[config.mk]
export PLATFORM = sky130hd
export DESIGN_NAME = add32_seq
export DESIGN_NICKNAME = d
export VERILOG_FILES = /design/src/rtl/add32_seq_pkg.sv /design/src/rtl/add32_seq_rca_16.sv /design/src/rtl/add32_seq.sv
export SDC_FILE = /design/constraint.sdc
export NUM_CORES = 1
export LEC_CHECK = 0
export BUFFER_PORTS_ARGS = -buffer_cell sky130_fd_sc_hd__buf_2
export CORE_MARGIN = 4
export CORE_UTILIZATION = 50
export DETAILED_ROUTE_END_ITERATION = 6
export PLACE_DENSITY = 0.74
export RECOVER_POWER = 25
export SLEW_MARGIN = 20
export SYNTH_ARGS = -nofsm -noshare
export SYNTH_HDL_FRONTEND = slang
export SYNTH_SLANG_ARGS = --single-unit
[constraint.sdc]
create_clock -name clock -period 9.7 [get_ports clock]
set_input_delay 0.485 -clock clock [delete_from_list [all_inputs] [get_ports clock]]
set_output_delay 0.485 -clock clock [all_outputs]
set_load 0.02 [all_outputs]
[src/rtl/add32_seq_pkg.sv]
// Width constants for the sequential 32-bit adder/subtractor.
// State encodings stay local to add32_seq.
package add32_seq_pkg;
   localparam int unsigned OP_W   = 32;
   localparam int unsigned HALF_W = 16;
endpackage

[src/rtl/add32_seq_rca_16.sv]
// 16-bit ripple-carry adder with carry-out and signed-overflow flags.
// The sequential top reuses it for both halves of the 32-bit operation.
module rca_16
   import add32_seq_pkg::*;
(
   input  logic [HALF_W-1:0] i_a,
   input  logic [HALF_W-1:0] i_b,
   input  logic              i_cin,
   output logic [HALF_W-1:0] o_sum,
   output logic              o_cout,
   output logic              o_ovf
);
   logic [HALF_W:0] w_c;

   assign w_c[0] = i_cin;

   genvar gi;
   generate
      for (gi = 0; gi < HALF_W; gi = gi + 1) begin : g_bit
         assign o_sum[gi]  = i_a[gi] ^ i_b[gi] ^ w_c[gi];
         assign w_c[gi+1]  = (i_a[gi] & i_b[gi]) | (w_c[gi] & (i_a[gi] ^ i_b[gi]));
      end
   endgenerate

   assign o_cout = w_c[HALF_W];
   // Signed overflow: carry into the MSB differs from carry out of it.
   assign o_ovf  = w_c[HALF_W-1] ^ w_c[HALF_W];
endmodule

[src/rtl/add32_seq.sv]
// Sequential 32-bit add/subtract: one shared 16-bit adder, low half then high half.
// Valid/ready handshake on both sides; one operation in flight at a time.
module add32_seq
   import add32_seq_pkg::*;
(
   input  logic            clock,
   input  logic            reset_n,
   input  logic            in_valid,
   output logic            in_ready,
   input  logic [OP_W-1:0] operand_a,
   input  logic [OP_W-1:0] operand_b,
   input  logic            sub,
   output logic            out_valid,
   input  logic            out_ready,
   output logic [OP_W-1:0] result,
   output logic            cout,
   output logic            overflow
);
   typedef enum logic [1:0] {
      ST_IDLE = 2'd0,
      ST_LO   = 2'd1,
      ST_HI   = 2'd2,
      ST_DONE = 2'd3
   } state_t;

   state_t            r_state;
   logic [OP_W-1:0]   r_a;
   logic [OP_W-1:0]   r_b;
   logic              r_cin;
   logic              r_carry;
   logic [OP_W-1:0]   r_result;
   logic              r_cout;
   logic              r_ovf;
   logic              r_out_valid;
   logic              r_in_ready;

   logic [HALF_W-1:0] w_add_a;
   logic [HALF_W-1:0] w_add_b;
   logic              w_add_cin;
   logic [HALF_W-1:0] w_sum;
   logic              w_cout;
   logic              w_ovf;

   // Operand half and carry-in are steered by state into the single adder.
   assign w_add_a   = (r_state == ST_HI) ? r_a[OP_W-1:HALF_W] : r_a[HALF_W-1:0];
   assign w_add_b   = (r_state == ST_HI) ? r_b[OP_W-1:HALF_W] : r_b[HALF_W-1:0];
   assign w_add_cin = (r_state == ST_HI) ? r_carry : r_cin;

   rca_16 u_rca (
      .i_a    (w_add_a),
      .i_b    (w_add_b),
      .i_cin  (w_add_cin),
      .o_sum  (w_sum),
      .o_cout (w_cout),
      .o_ovf  (w_ovf)
   );

   always_ff @(posedge clock) begin
      if (!reset_n) begin
         r_state     <= ST_IDLE;
         r_a         <= '0;
         r_b         <= '0;
         r_cin       <= 1'b0;
         r_carry     <= 1'b0;
         r_result    <= '0;
         r_cout      <= 1'b0;
         r_ovf       <= 1'b0;
         r_out_valid <= 1'b0;
         r_in_ready  <= 1'b1;
      end else begin
         case (r_state)
            ST_IDLE: begin
               if (in_valid) begin
                  // Subtraction is a + ~b + 1; the +1 rides in on the low-half carry.
                  r_a        <= operand_a;
                  r_b        <= operand_b ^ {OP_W{sub}};
                  r_cin      <= sub;
                  r_in_ready <= 1'b0;
                  r_state    <= ST_LO;
               end
            end
            ST_LO: begin
               r_result[HALF_W-1:0] <= w_sum;
               r_carry              <= w_cout;
               r_state              <= ST_HI;
            end
            ST_HI: begin
               r_result[OP_W-1:HALF_W] <= w_sum;
               r_cout                  <= w_cout;
               r_ovf                   <= w_ovf;
               r_out_valid             <= 1'b1;
               r_state                 <= ST_DONE;
            end
            ST_DONE: begin
               if (out_ready) begin
                  r_out_valid <= 1'b0;
                  r_in_ready  <= 1'b1;
                  r_state     <= ST_IDLE;
               end
            end
            default: begin
               r_out_valid <= 1'b0;
               r_in_ready  <= 1'b1;
               r_state     <= ST_IDLE;
            end
         endcase
      end
   end

   assign in_ready  = r_in_ready;
   assign out_valid = r_out_valid;
   assign result    = r_result;
   assign cout      = r_cout;
   assign overflow  = r_ovf;
endmodule

After elaboration in Yosys (flattened, before gate mapping)
Cells that the tools add are included.

Bits in registers: 104. Bits of input ports: 69. Output and inout bits: 36. Word-level logic and storage cells: 116.

Eq/ne operators: 5. Multiplexer cells: 11. Bitwise gates (word level): 82. Reduce and logical (&&, ||, !) cells: 7.

Operators with widths (number): 1-bit XOR (33); 1-bit bitwise AND (32); 16-bit 2-to-1 mux (2); 32-bit XOR (1); 1-bit bitwise OR (16); 2-bit case mux with 4 select lines (1); 2-bit AND reduction (3); 2-bit == test (second input constant) (2); 1-bit 2-to-1 mux (4); 2-bit 2-to-1 mux (2); 2-bit != test (second input constant) (2); 1-bit case mux with 2 select lines (2); 2-bit nonzero test (2); 3-bit AND reduction (1); 2-bit by 1-bit == test with 1-bit output (second input constant) (1); 2-bit logical NOT (1).

Longest topological paths before layout
Word-level depth: 36. Depth in mapped cells: 27. Depth with buffers taken out: 24.

Cells and area by module
From an unflattened synthesis, not the netlist that was laid out.

Cell total of the unflattened synthesis: 491. Area total of the unflattened synthesis: 4918.5 µm².

Modules (own cells, without submodules): add32_seq (times used 1, cells an instance 464, area each 4551.9 µm², seq. area each 2082.0 µm²); rca_16 (times used 1, cells an instance 27, area each 366.6 µm², seq. area each 0.0 µm²).

Least setup slack after synthesis
OpenSTA, ideal clock, no wires.

Kind: register to register. From: register r_state[0]. To: register r_result[15], in the netlist result[15]. Library setup time: 0.116 ns. Arrival: 7.376 ns. Required time: 9.584 ns. Path slack: 2.208 ns. Cell stages (with the launch flop): 28. Buffers on the path: 3. Clock period less this slack: 7.492 ns. Cells stage by stage: dfxtp_1 inv_1 ha_1 buf_2 buf_4 buf_4 mux2i_1 fa_1 inv_1 fa_1 fa_1 inv_1 fa_1 fa_1 fa_1 fa_1 fa_1 fa_1 fa_1 fa_1 fa_1 fa_1 fa_1 fa_1 inv_1 fa_1 mux2i_1 nor2b_1.

Cells in the longest elaborated chain, start to end: 34. Elaborated cells on any way between the ends: 67. Those cells by class: 2 x eq/ne; 3 x mux; 62 x bitwise.

RTL lines: start: declaration (RTL line add32_seq.sv:26) `state_t r_state;`; start signal: assignment (RTL line add32_seq.sv:60) `r_state <= ST_IDLE;`; start signal: assignment (RTL line add32_seq.sv:79) `r_state <= ST_LO;`; start signal: assignment (RTL line add32_seq.sv:85) `r_state <= ST_HI;`; 2-bit == test * (RTL line add32_seq.sv:45, add32_seq.sv:46, add32_seq.sv:47); 16-bit 2-to-1 mux, on equally long branches (RTL line add32_seq.sv:45, add32_seq.sv:46); 1-bit XOR (RTL line add32_seq_rca_16.sv:21) `assign w_c[gi+1] = (i_a[gi] & i_b[gi]) | (w_c[gi] & (i_a[gi] ^ i_b[gi]));`; 1-bit bitwise AND (RTL line add32_seq_rca_16.sv:21); 1-bit bitwise OR (RTL line add32_seq_rca_16.sv:21); 1-bit bitwise AND (RTL line add32_seq_rca_16.sv:21); 1-bit bitwise OR (RTL line add32_seq_rca_16.sv:21); 1-bit bitwise AND (RTL line add32_seq_rca_16.sv:21); (+19 left out); 1-bit bitwise AND (RTL line add32_seq_rca_16.sv:21); 1-bit bitwise OR (RTL line add32_seq_rca_16.sv:21); 1-bit bitwise AND (RTL line add32_seq_rca_16.sv:21); 1-bit bitwise OR (RTL line add32_seq_rca_16.sv:21); 1-bit bitwise AND (RTL line add32_seq_rca_16.sv:21); 1-bit bitwise OR (RTL line add32_seq_rca_16.sv:21); 1-bit XOR * (RTL line add32_seq_rca_16.sv:20) `assign o_sum[gi] = i_a[gi] ^ i_b[gi] ^ w_c[gi];`; via u_rca.o_sum[15] (RTL line add32_seq_rca_16.sv:9) `output logic [HALF_W-1:0] o_sum,`; end signal: indexed assignment (RTL line add32_seq.sv:83) `r_result[HALF_W-1:0] <= w_sum;`; end signal: indexed assignment (RTL line add32_seq.sv:88) `r_result[OP_W-1:HALF_W] <= w_sum;`; end: declaration (RTL line add32_seq.sv:31) `logic [OP_W-1:0] r_result;`.

Mark *: on every way through the listed nets, which the timed path passes. The rest lies on a longest branch. A chain may end at the register's enable or synchronous reset.

Worst setup path after layout
From: register r_state[0]. To: register r_result[31], in the netlist result[31].

Same word-level chain as after synthesis.

==> impl_metrics.tcl <==
set metrics [dict create \
    status "finished clean" \
    hold_buffers 0 \
    hold_violations 0 \
    dr.pass1.iters 4 \
    r2r_end "result[31]" \
    r2r_cells 22 \
    p_leak_nw 2.222 \
    hold_end "r_a[10]" \
    boundaryPins 105 \
    skew_ns 0.01359 \
    clk_latency_ns 0.37 \
    place_congestion 0.7553 \
    grt_overflow 0 \
    tns_ns 0 \
    grt_pass1_wl_mm 16.46 \
    rows 35 \
    area_delta_synth_final_pct 13.31 \
    final_cell_mix "dfxtp_1, nand2_1, buf_2, mux2i_1, clkbuf_1" \
    start_util_pct 52.15 \
    grt_util_all_layers_pct 18.23 \
    hp-start "operand_a[10]" \
    p_switching_mw 0.6291 \
    cp-end-kind "flip-flop" \
    syn_avg_cell_area_um2 10.01 \
    worstPathRequired_ns 9.96 \
    rsz0062_at_grt "false" \
    yosysWarningCount 0 \
    cts_sinks 104 \
    cts_resized 0 \
    timing.final.crit_share_pct 80.27 \
    grt_pass1_vias 3333 \
    hold_depth 3 \
    p_seq_share_pct 39.3 \
    crit_path_max_fanout 52 \
    ant_nets 0 \
    syn_inst 488 \
    setup_ws_ns 1.914 \
    pre_cts_ws_ns 1.915 \
    cts_root_buf "clkbuf_8" \
    max-vdd-ir-drop_v 0.0001141 \
    layout_min_cycle_time_ns 7.786 \
    clock.fmax_ghz 0.1284 \
    holdCritPathClass "in2reg" \
    synthDistinctLibCells 26 \
    ys_seq_area_share_pct 42.60 \
    r2r-start "r_state[0]" \
    arrival_ns 8.05 \
    finalSetupViolations 0 \
    hpwl_mm 7.456 \
    wire_per_inst_um 15.04 \
    die_h_um 106.9 \
    place.port_buffers 104 \
    cts_htree_levels 3 \
    max_slew.worst_pin.slew_ns 1.070 \
    synth.cell_area_um2 4887 \
    pwr-share-clk_pct 19.5 \
    max_slew_margin_pct 28.69 \
    clk_pin_slew_ns 0.10 \
    cts_buffers 9 \
    syn_nets 578 \
    powerDensity_nw_per_um2 284.8 \
    switching_share_pct 39.89 \
    core_um2 9371 \
    wirelength_mm 10.50 \
    drtIter0Drc 171 \
    ys_seq_elements 104 \
    maxCapViolations 0 \
    final_nets 654 \
    drc 0 \
    path_class "reg2reg" \
    die_area_um2 11420 \
    cp-start-kind "flip-flop" \
    cts_buffer_depth 2 \
    layout_commonest_cell "dfxtp_1" \
    antenna_found_initial 0 \
    die_w_um 106.9 \
    cts_tree "yes" \
    n_antenna_cell 0 \
    num_vias 3544 \
    drive_gt1_share_pct 22.32 \
    p_int_mw 0.9481 \
    routed_via_density 5.077 \
    cts_setup_buffers 0 \
    grt_max_degree 108 \
    report.final.slew_viol_count 0 \
    p_comb_share_pct 41.2 \
    rrSetupSlack_ns 1.91 \
]
flip-flops by register name, indices dropped and copies added (netlist names):
register / count
in_ready: 1
overflow: 1
result: 32
r_cin: 1
r_a: 32
r_carry: 1
out_valid: 1
r_b: 32
cout: 1
r_state: 2
area by class of cell:
type	count	area, um^2
fill	873	3834
multi-input combinational	337	2546
sequential	104	2082
timing repair buffer	106	491.7
tap	129	161.4
clock buffer	10	137.6
clock inverter	6	96.34
inverter	6	22.52
worst max-delay path by stage:
stage                from    endpoint  slack [ns]
2_1_floorplan  r_state[0]  result[15]        2.21
3_3_place_gp   r_state[0]  result[15]        2.07
3_5_place_dp   r_state[0]  result[15]        1.91
4_1_cts        r_state[0]  result[15]        1.89
5_1_grt        r_state[0]  result[15]        1.53
6_report       r_state[0]  result[31]        1.91
Yosys cell counts (all sizes together):
library cell  number  area (um^2)
a21boi            34        255.2
xnor2             32        280.3
mux2i             37        370.4
a21oi             34        282.8
nand2b             1        6.260
o211a             26        260.3
ha                 5        62.56
dfxtp            104         2082
nor2               1        3.750
clkbuf             9        41.29
nand2             97        364.1
nor2b              8        50.05
o21ai             35        175.2
inv                6        22.52
mux2               6        67.56
fa                16        320.3
o2bb2ai            1        8.760
xor2               1        8.760
and2               2        12.51
buf               32        205.2
nand3b             1        7.510
metal layers:
metal	share of wire, %	GRT usage, %	up-vias
met4	1.4	5.571	0
met1	45	24.37	1654
met5	0	0	-
met2	48	29.68	89
met3	5.2	3.853	13
li1	-	-	1788
per-stage QoR:
| stage | std cells | area, um^2 | util, % | total power [mW] | hold WS [ns] |
|---|---|---|---|---|---|
| after floorplan | 488 | 4887 | - | 1.124 | 0.4316 |
| after global placement | 682 | 5343 | 57.01 | 1.271 | 0.4395 |
| after detailed placement | 682 | 5343 | 57.01 | 1.293 | 0.4476 |
| after CTS | 698 | 5577 | 59.51 | 1.599 | 0.3288 |
| after global routing | 698 | 5538 | 59.09 | 1.680 | 0.3397 |
| final | 698 | 5538 | 59.09 | 1.577 | 0.3383 |
power by group through the flow:
stage	sequential, mW	combinational, mW	clock [mW]
finish	0.619	0.650	0.308
global route	0.634	0.715	0.332
CTS	0.617	0.668	0.313
detailed placement	0.627	0.666	0
global placement	0.621	0.649	0
floorplan	0.676	0.448	0
cell families after synthesis:
family          count (synthesis)  synth area share, %
xor+xnor                       33                5.914
compound gates                130                20.10
mux                            43                8.961
buf+inv                        47                5.504
flops                         104                42.60
simple gates                  110                9.089
fa+ha+maj                      21                7.834
worst max-delay path, cell delays in order (launching register included):
cell     delay (ns)
dfxtp_1        0.36
inv_1          0.12
ha_2           0.49
buf_4          0.61
mux2_2         0.29
fa_1           0.17
inv_1          0.05
fa_1           0.37
fa_1           0.40
fa_1           0.39
fa_1           0.41
fa_1           0.41
fa_1           0.45
fa_1           0.40
fa_1           0.42
fa_1           0.42
fa_1           0.40
fa_1           0.39
fa_1           0.41
inv_1          0.09
fa_1           0.42
mux2i_1        0.14
nor2b_1        0.07
(Power assumes the default switching activity.)
